[config.mk]
export PLATFORM = sky130hd
export DESIGN_NAME = spi_slave
export DESIGN_NICKNAME = d
export VERILOG_FILES = /design/src/rtl/spi_pkg.sv /design/src/rtl/spi_sync_edge.sv /design/src/rtl/spi_slave.sv
export SDC_FILE = /design/constraint.sdc
export NUM_CORES = 1
export LEC_CHECK = 0
export CORE_ASPECT_RATIO = 0.7
export CORE_MARGIN = 1
export CORE_UTILIZATION = 60
export CTS_BUF_LIST = sky130_fd_sc_hd__clkbuf_8
export DETAILED_ROUTE_END_ITERATION = 12
export HOLD_SLACK_MARGIN = 0.12
export PLACE_DENSITY_LB_ADDON = 0.05
export SYNTH_ARGS = -nofsm -noshare
export SYNTH_HDL_FRONTEND = slang
export SYNTH_SLANG_ARGS = --single-unit
export TNS_END_PERCENT = 30
[constraint.sdc]
create_clock -name clk -period 3.1 [get_ports clk]
set_input_delay 0.775 -clock clk [delete_from_list [all_inputs] [get_ports clk]]
set_output_delay 0.775 -clock clk [all_outputs]
set_load 0.02 [all_outputs]
[src/rtl/spi_pkg.sv]
// spi_pkg: widths and default idle byte shared by the SPI master and slave
package spi_pkg;
  localparam int SPI_BITS = 8;
  localparam int CNT_W = 3;
  localparam logic [SPI_BITS-1:0] DEFAULT_TX = 8'hFF;
endpackage

[src/rtl/spi_sync_edge.sv]
// spi_sync_edge: 2-flop synchronizer with rise/fall pulses against a third registered copy
module spi_sync_edge (
  input  logic clk,
  input  logic reset_l,
  input  logic d,
  output logic q,
  output logic rise,
  output logic fall
);
  logic [2:0] sh_q, sh_d;
  // shift the async input through the synchronizer and edge-history stages
  always_comb sh_d = {sh_q[1:0], d};
  // synchronizer register
  always_ff @(posedge clk or negedge reset_l)
    if (!reset_l) sh_q <= '0;
    else sh_q <= sh_d;
  assign q = sh_q[1];
  assign rise = sh_q[1] & ~sh_q[2];
  assign fall = ~sh_q[1] & sh_q[2];
endmodule

[src/rtl/spi_slave.sv]
// spi_slave: mode-0 byte-wide SPI target with single-entry tx holding register; SPI_SLAVE_OVERRUN_EN adds sticky error flags
module spi_slave
  import spi_pkg::*;
#(
  parameter logic [SPI_BITS-1:0] DEFAULT_TX = spi_pkg::DEFAULT_TX
) (
  input  logic                clk,
  input  logic                reset_l,
  input  logic                spi_clk,
  input  logic                spi_cs_l,
  input  logic                spi_din,
  output logic                spi_dout,
  output logic                spi_dout_en,
  input  logic [SPI_BITS-1:0] tx_data,
  input  logic                tx_valid,
  output logic                tx_ready,
  output logic [SPI_BITS-1:0] rx_data,
  output logic                rx_valid,
  output logic                busy
`ifdef SPI_SLAVE_OVERRUN_EN
  ,
  output logic                rx_overrun,
  output logic                tx_underrun,
  input  logic                err_clr,
  input  logic                rx_ack
`endif
);
  logic clk_s, clk_rise, clk_fall, cs_s, cs_rise, cs_fall, din_s;
  logic act_rise, act_fall, cs_edge, byte_done, load, accept;
  logic busy_q, busy_d, pend_q, pend_d, full_q, full_d, rx_valid_q, rx_valid_d;
  logic [CNT_W-1:0] rx_cnt_q, rx_cnt_d;
  logic [SPI_BITS-1:0] rx_sh_q, rx_sh_d, rx_data_q, rx_data_d, tx_sh_q, tx_sh_d, hold_q, hold_d;

  spi_sync_edge u_clk (.clk(clk), .reset_l(reset_l), .d(spi_clk), .q(clk_s), .rise(clk_rise), .fall(clk_fall));
  spi_sync_edge u_cs (.clk(clk), .reset_l(reset_l), .d(spi_cs_l), .q(cs_s), .rise(cs_rise), .fall(cs_fall));
  spi_sync_edge u_din (.clk(clk), .reset_l(reset_l), .d(spi_din), .q(din_s), .rise(), .fall());

  // next-state for select tracking, rx shifting, tx loading/shifting and the holding register
  always_comb begin
    act_rise = busy_q & ~cs_rise & clk_rise & clk_s;
    act_fall = busy_q & ~cs_rise & clk_fall & ~cs_s;
    cs_edge = cs_fall | cs_rise;
    byte_done = act_rise & (rx_cnt_q == CNT_W'(SPI_BITS - 1));
    load = cs_fall | (act_fall & pend_q);
    accept = tx_valid & ~full_q;
    busy_d = cs_fall | (busy_q & ~cs_rise);
    rx_sh_d = act_rise ? {rx_sh_q[SPI_BITS-2:0], din_s} : rx_sh_q;
    rx_cnt_d = cs_edge ? '0 : act_rise ? rx_cnt_q + 1'b1 : rx_cnt_q;
    rx_data_d = byte_done ? rx_sh_d : rx_data_q;
    rx_valid_d = byte_done;
    pend_d = cs_edge ? 1'b0 : byte_done ? 1'b1 : load ? 1'b0 : pend_q;
    tx_sh_d = load ? (full_q ? hold_q : DEFAULT_TX) : act_fall ? {tx_sh_q[SPI_BITS-2:0], 1'b0} : tx_sh_q;
    hold_d = accept ? tx_data : hold_q;
    full_d = accept | (full_q & ~load);
  end

  // state registers
  always_ff @(posedge clk or negedge reset_l)
    if (!reset_l) begin
      busy_q <= 1'b0;
      pend_q <= 1'b0;
      full_q <= 1'b0;
      rx_valid_q <= 1'b0;
      rx_cnt_q <= '0;
      rx_sh_q <= '0;
      rx_data_q <= '0;
      tx_sh_q <= '0;
      hold_q <= '0;
    end else begin
      busy_q <= busy_d;
      pend_q <= pend_d;
      full_q <= full_d;
      rx_valid_q <= rx_valid_d;
      rx_cnt_q <= rx_cnt_d;
      rx_sh_q <= rx_sh_d;
      rx_data_q <= rx_data_d;
      tx_sh_q <= tx_sh_d;
      hold_q <= hold_d;
    end

  assign busy = busy_q;
  assign spi_dout_en = busy_q;
  assign spi_dout = busy_q & tx_sh_q[SPI_BITS-1];
  assign tx_ready = ~full_q;
  assign rx_data = rx_data_q;
  assign rx_valid = rx_valid_q;

`ifdef SPI_SLAVE_OVERRUN_EN
  logic unread_q, unread_d, ovr_q, ovr_d, und_q, und_d;
  // a byte is unread from its strobe until acked; a new strobe over an unread byte is an overrun
  always_comb begin
    unread_d = rx_valid_q | (unread_q & ~rx_ack);
    ovr_d = (rx_valid_q & unread_q & ~rx_ack) | (ovr_q & ~err_clr);
    und_d = (load & ~full_q) | (und_q & ~err_clr);
  end
  // sticky error flags
  always_ff @(posedge clk or negedge reset_l)
    if (!reset_l) begin
      unread_q <= 1'b0;
      ovr_q <= 1'b0;
      und_q <= 1'b0;
    end else begin
      unread_q <= unread_d;
      ovr_q <= ovr_d;
      und_q <= und_d;
    end
  assign rx_overrun = ovr_q;
  assign tx_underrun = und_q;
`endif
endmodule
# Word-level counts from Yosys, hierarchy flattened
# Index checks and enable logic that the tools add are counted.
[word_totals] ff_bits=47 latch_bits=0 ramBits=0 mem_bits_ro=0 inputBits=14 output_inout_bits=13 word_cells=51 memories=0
[op_classes] n_addsub=1 multipliers=0 div_mod_pow=0 magnitude_cmp=0 eq_ne=1 shift=0 n_mux=9 bitwise=25 reduce_logical=3
[op_table] op="two-way mux 8 bit" n=4
[op_table] op="AND 1 bit" n=14
[op_table] op="NOT 1 bit" n=7
[op_table] op="two-way mux 3 bit" n=2
[op_table] op="bitwise OR 1 bit" n=4
[op_table] op="nonzero test 2 bit" n=2
[op_table] op="adder 3 x 1 -> 3 bit, second input constant" n=1
[op_table] op="equality test 3 bit, second input constant" n=1
[op_table] op="two-way mux 1 bit" n=3
[op_table] op="nonzero test 3 bit" n=1

# Depth between registers and ports, before layout
# Gate-level depths: netlist of the first run.
[depth] word_depth=11 mapped_depth=6 ltp_nobuf=5

# Modules after synthesis
# From an unflattened synthesis of the first run, not the netlist that was laid out.
[hier_totals] cells_unflattened=163 area_unflattened_um2=1916.8
[modules_own_cells] module="spi_slave" n_inst=1 cells_per_inst=148 area_per_inst_um2=1646.6 seq_area_each_um2=950.9
[modules_own_cells] module="spi_sync_edge" n_inst=3 cells_per_inst=5 area_per_inst_um2=90.1 seq_area_each_um2=75.1

# Least setup slack after synthesis of the first run
# Ideal clock, no wire load.
[synth_timing] kind="register -> output" start="register busy_q (netlist: busy)" end="output spi_dout" arrival_time_ns=0.756 required_ns=2.325 path_slack_ns=1.569 path_stages_with_launch=2 n_path_buf=0 path_cell_list="dfrtp_1 -> and2_1"
[synth_between] elab_chain_cells=1
[synth_rtl] item="start, declared" line_no="spi_slave.sv:30" text="logic busy_q, busy_d, pend_q, pend_d, full_q, full_d, rx_valid_q, rx_valid_d;"
[synth_rtl] item="start signal, assigned" line_no="spi_slave.sv:70" text="busy_q <= busy_d;"
[synth_rtl] item="AND 1 bit" line_no="spi_slave.sv:83" text="assign spi_dout = busy_q & tx_sh_q[SPI_BITS-1];"
[synth_rtl] item="end, declared" line_no="spi_slave.sv:12" text="output logic spi_dout,"
# No other way between the ends.

# Worst setup path after layout of the first run
[layout_timing] start="register full_q" end="output tx_ready"
[layout_between] elab_chain_cells=1
[layout_rtl] item="start, declared" line_no="spi_slave.sv:30"
[layout_rtl] item="start signal, assigned" line_no="spi_slave.sv:72" text="full_q <= full_d;"
[layout_rtl] item="NOT 1 bit" line_no="spi_slave.sv:84" text="assign tx_ready = ~full_q;"
[layout_rtl] item="end, declared" line_no="spi_slave.sv:16" text="output logic tx_ready,"
# No other way between the ends.

==> results.json, run 1 <==
{
  "cp.arrival_ns": 1.53,
  "setup-tns-final_ns": 0,
  "endpoint": "tx_ready",
  "rsz0062_at_grt": "false",
  "nets": 185,
  "grt_pass1_wl_microns": 5360,
  "status": "finished clean",
  "area_growth_pct": 17.3,
  "synth-seq-cells": 46,
  "cts_made_buffers": 5,
  "synth_most_common_cell": "dfrtp_1",
  "crit_path_end_kind": "output pin",
  "synth_warnings": 0,
  "io_pins": 27,
  "power_density_nw_per_um2": 636,
  "cts-resized-gates": 0,
  "drtIter0Drc": 65,
  "grt_pass1_vias": 1153,
  "ant_nets": 0,
  "maxSlewViolCount": 0,
  "post-cts-setup-buffers": 0,
  "wl_per_cell_microns": 14.6,
  "cts_tree": "yes",
  "top_layer_used": "met4",
  "dr.pass1.iters": 4,
  "nFillCells": 174,
  "ys_async_sr_fraction": 1.00,
  "relSlewSlack": 0.349,
  "netlist.area_leader.share": 0.606,
  "hold_violations": 0,
  "p_leak_nw": 1.08,
  "holdBufCountCts": 0,
  "r2r_slack_ns": 1.28,
  "hpwl_microns": 2120,
  "routed-wl-met3_microns": 114,
  "gr-total-overflow": 0,
  "cts.sinks": 46,
  "skew_ns": 0.00913,
  "diodes": 0,
  "routed_wl_microns": 2990,
  "synth_commonest_cells": "46 x dfrtp_1, 18 x mux2_2, 13 x inv_1",
  "htreeDepth": 2,
  "antenna_found_initial": 0,
  "ys_seq_area_frac": 0.606,
  "critPathMaxFanout": 9,
  "r2r_end": "tx_sh_q[5]$_DFFE_PN0P_",
  "coreArea_sq_um": 2900,
  "max-vdd-ir-drop_v": 0.000368,
  "fin_crit_sh": 0.744,
  "multiInputGateArea_sq_um": 628,
  "clock_latency_ns": 0.29,
  "die_h_microns": 49.1,
  "fin_hold_ws_ns": 0.351,
  "synth_area_leaders": "dfrtp_1 61%, mux2_2 11%, mux2_4 4.7%, ha_1 2.6%, inv_1 2.6%",
  "clockBufferDepth": 2,
  "grt_util_all_layers": 0.204,
  "wl_met1_microns": 1490,
  "syn_nets": 159,
  "die_x_microns": 69.2,
  "ys.flop_type": "dfrtp_1",
  "drc_errors": 0,
  "rr_worst_depth": 4,
  "die-area_sq_um": 3400,
  "syn_avg_cell_area_sq_um": 13.5,
  "finalSetupViolations": 0,
  "wl_met2_microns": 1360,
  "synth_area_sq_um": 1900,
  "cap_viol_max_count": 0,
  "root_buffer": "clkbuf_8",
  "yosys.area.top_type": "dfrtp_1",
  "grt_max_degree": 47,
  "critical_path.startpoint": "full_q$_DFF_PN0_",
  "cp.required_ns": 2.32,
  "min_path_type": "reg -> reg",
  "r2r-start": "u_cs.sh_q[1]$_DFF_PN0_",
  "rows": 16,
  "synthCells": 141,
  "power_w": 0.00142,
  "via_count": 1119,
  "fin_crit_ns": 2.31,
  "start_util": 0.654,
  "synth.distinct_cells": 26,
  "postLayoutCoreUtil": 0.767,
  "fmax_ghz": 0.434,
  "worstMarginPinSlew_ns": 0.976,
  "viasPerCell": 5.49,
  "layout-drive-gt1-share": 0.220,
  "start_kind": "register",
  "seq_area_sq_um": 1150,
  "path_class": "reg -> out",
  "gp_congestion": 0.765,
  "clkSlewWorstSetupHoldPaths_ns": 0.08,
  "portBuffers": 26,
  "synth_edf_count": 0
}
-- logic make-up after synthesis --
family / after synthesis / synth area share
flops: 46 / 0.606
mux: 28 / 0.175
simple gates: 24 / 0.0672
buf+inv: 21 / 0.0626
compound gates: 17 / 0.0574
fa+ha+maj: 4 / 0.0264
xor+xnor: 1 / 0.00462
-- layout make-up --
cell class / count / share of cell area
Tap cell: 36 / 0.0202
Inverter: 13 / 0.0219
Timing Repair Buffer: 27 / 0.118
Clock inverter: 2 / 0.00393
Multi-Input combinational cell: 74 / 0.282
Clock buffer: 6 / 0.0371
Sequential cell: 46 / 0.517
-- metrics by stage --
stage               area (sq um)  instances  worst slack (ns)
global placement            2140        196              1.09
floorplan                   1900        141              1.57
finish                      2230        204             0.794
detailed placement          2140        196              1.05
global route                2230        204             0.703
CTS                         2230        204             0.787
-- layer usage --
layer / up-vias / track usage
met2: 28 / 0.309
met4: 0 / 0.0714
li1: 524 / -
met3: 2 / 0.0496
met5: - / 0
met1: 565 / 0.292
-- cell usage in the layout, fill, tap and decap left out, types with 5 or more instances in the layout --
| master | instances |
|---|---|
| a31oi_1 | 6 |
| clkbuf_8 | 6 |
| clkdlybuf4s50_1 | 25 |
| dfrtp_1 | 46 |
| inv_1 | 14 |
| mux2_2 | 18 |
| mux2_4 | 6 |
| nand2_1 | 6 |
| nor2_1 | 6 |
| nor3_1 | 5 |
| o21ai_0 | 5 |
-- power by group --
group,internal (W),switching (W)
logic,0.000154,0.000106
registers,0.000722,0.0000745
clock network,0.000177,0.000183
total,0.00105,0.000364
-- registers in the layout (all words and copies together), names as in the netlist --
name and cells:
tx_sh_q 8, rx_valid 1, rx_cnt_q 3, u_cs.sh_q 3
busy 1, hold_q 8, u_clk.sh_q 3, rx_sh_q 7
rx_data 8, u_din.sh_q 2, pend_q 1, full_q 1
-- worst min path at each step --
stage                     cells after the start                     from  slack [ns]                      end
after global routing                          0  u_din.sh_q[0]$_DFF_PN0_        0.36  u_din.sh_q[1]$_DFF_PN0_
final                                         0   u_cs.sh_q[0]$_DFF_PN0_        0.35   u_cs.sh_q[1]$_DFF_PN0_
after CTS                                     0   u_cs.sh_q[0]$_DFF_PN0_        0.35   u_cs.sh_q[1]$_DFF_PN0_
after floorplan                               0  u_clk.sh_q[0]$_DFF_PN0_        0.33  u_clk.sh_q[1]$_DFF_PN0_
after detailed placement                      0   u_cs.sh_q[0]$_DFF_PN0_        0.33   u_cs.sh_q[1]$_DFF_PN0_
after global placement                        0   u_cs.sh_q[0]$_DFF_PN0_        0.33   u_cs.sh_q[1]$_DFF_PN0_
-- critical path, cell delays in order, from the launching register on --
cell and delay [ns]:
dfrtp_1 0.48, inv_1 0.15, clkdlybuf4s50_1 0.62
(Power assumes the default switching activity.)
==> run 2: changes to the inputs <==
Settings changed: CORE_UTILIZATION 60 to 50.
Clock period 3.1 ns to 2.1 ns, I/O delays scaled along.
==> results.json, run 2 (same netlist as run 1, synthesis figures left out) <==
{
  "fmax_ghz": 0.510,
  "swShare": 0.236,
  "grt_max_degree": 27,
  "power_density_nw_per_um2": 1010,
  "hpwl_microns": 2250,
  "drtIter0Drc": 54,
  "cts.sinks": 46,
  "antenna_found_initial": 0,
  "maxSlewViolCount": 0,
  "max_stage_delay_ns": 0.60,
  "start_util": 0.530,
  "die-area_sq_um": 4050,
  "grt_pass1_wl_microns": 5540,
  "path_cells": "and2_1 -> clkdlybuf4s50_1",
  "power_w": 0.00237,
  "clockPowerShare": 0.333,
  "critPathMaxFanout": 6,
  "nets": 190,
  "clkSlewWorstSetupHoldPaths_ns": 0.08,
  "cp.required_ns": 1.57,
  "grt_pass1_vias": 1140,
  "viasPerCell": 5.03,
  "layout-drive-gt1-share": 0.254,
  "portBuffers": 26,
  "min_path_type": "in -> async",
  "rows": 18,
  "path_class": "reg -> out",
  "pwr-share-comb": 0.171,
  "wl_per_cell_microns": 14.3,
  "rr_worst_depth": 4,
  "finalSetupViolations": 0,
  "r2r_slack_ns": 0.32,
  "area_growth_pct": 23.0,
  "dp_slack_ns": 0.219,
  "crit_path_end_kind": "output pin",
  "cp_slowest_cell": "clkdlybuf4s50_1",
  "gp_congestion": 0.754,
  "intPower_w": 0.00181,
  "fin_ws_ns": 0.140,
  "hold_violations": 0,
  "dr.pass1.iters": 4,
  "coreArea_sq_um": 3580,
  "clockBufferDepth": 2,
  "cts_tree": "yes",
  "via_count": 1121,
  "r2r-start": "u_cs.sh_q[1]$_DFF_PN0_",
  "cts_made_buffers": 5,
  "crit_family": "buffers and inverters",
  "skew_ns": 0.00688,
  "start_kind": "register",
  "drc_errors": 0,
  "p_sw_w": 0.000558,
  "final_common_cell": "dfrtp_1",
  "seq_power_share": 0.495,
  "gr-total-overflow": 0,
  "placed_area_sq_um": 2190,
  "io_pins": 27,
  "ant_nets": 0,
  "root_buffer": "clkbuf_8",
  "routed_wl_microns": 3200,
  "diodes": 0,
  "die_h_microns": 53.6,
  "p_leak_nw": 1.12,
  "worstMarginPinSlew_ns": 0.580,
  "rsz0062_at_grt": "false",
  "htreeDepth": 2,
  "status": "finished clean",
  "path_buf_inv": 1,
  "die_x_microns": 75.6,
  "fin_crit_ns": 1.96,
  "cp.arrival_ns": 1.44,
  "fin_crit_sh": 0.933,
  "clock_latency_ns": 0.29,
  "max-vdd-ir-drop_v": 0.000690,
  "r2r_end": "rx_data[3]$_DFFE_PN0P_",
  "grt_util_all_layers": 0.196,
  "final_cell_mix": "45 x dfrtp_1, 25 x clkdlybuf4s50_1, 18 x mux2_2",
  "design_area_sq_um": 2330,
  "cap_viol_max_count": 0,
  "relSlewSlack": 0.614,
  "setup-tns-final_ns": 0
}
[run 2: final cells by class]
class | count | area, sq um
fillers | 265 | 1250
flip-flops and latches | 46 | 1150
well taps | 50 | 62.6
multi-input cells | 74 | 628
clock buffers | 6 | 82.6
repair buffers | 32 | 300
clock inverters | 2 | 60.1
inverters | 13 | 48.8
[run 2: repair_timing]
action | 4_1_cts | 5_1_grt
endpoints found under the setup margin | 0 | 1
hold buffers | 0 | 0
gates resized for setup | 0 | 1
buffers inserted | 0 | 0
[run 2: worst max path at each step]
stage | from | to | depth (start not counted)
after floorplan | u_cs.sh_q[1]$_DFF_PN0_ | rx_sh_q[0]$_DFF_PN0_ | 4
after global placement | tx_valid | hold_q[4]$_DFFE_PN0P_ | 3
after detailed placement | tx_valid | hold_q[4]$_DFFE_PN0P_ | 3
after CTS | busy$_DFF_PN0_ | spi_dout | 2
after global routing | busy$_DFF_PN0_ | spi_dout | 2
final | busy$_DFF_PN0_ | spi_dout | 2
[run 2: per-stage QoR]
stage	util	hold WS, ns	std cells
after floorplan	-	0.229	141
after global placement	0.612	0.332	215
after detailed placement	0.612	0.335	215
after CTS	0.652	0.238	223
after global routing	0.652	0.255	223
final	0.652	0.223	223
[run 2: metal layers]
metal | GRT usage | up-vias | routed length, microns
li1 | - | 540 | -
met1 | 0.286 | 561 | 1700
met2 | 0.290 | 18 | 1380
met3 | 0.0562 | 2 | 106
met4 | 0.0525 | 0 | 12
met5 | 0 | - | 0
[run 2: power groups by stage]
stage | Clock (W) | Combinational [W] | Sequential (W)
final | 0.000788 | 0.000406 | 0.00117
after global routing | 0.000850 | 0.000451 | 0.00120
after CTS | 0.000805 | 0.000409 | 0.00117
after detailed placement | 0 | 0.000404 | 0.00119
after global placement | 0 | 0.000385 | 0.00118
after floorplan | 0 | 0.000295 | 0.00115
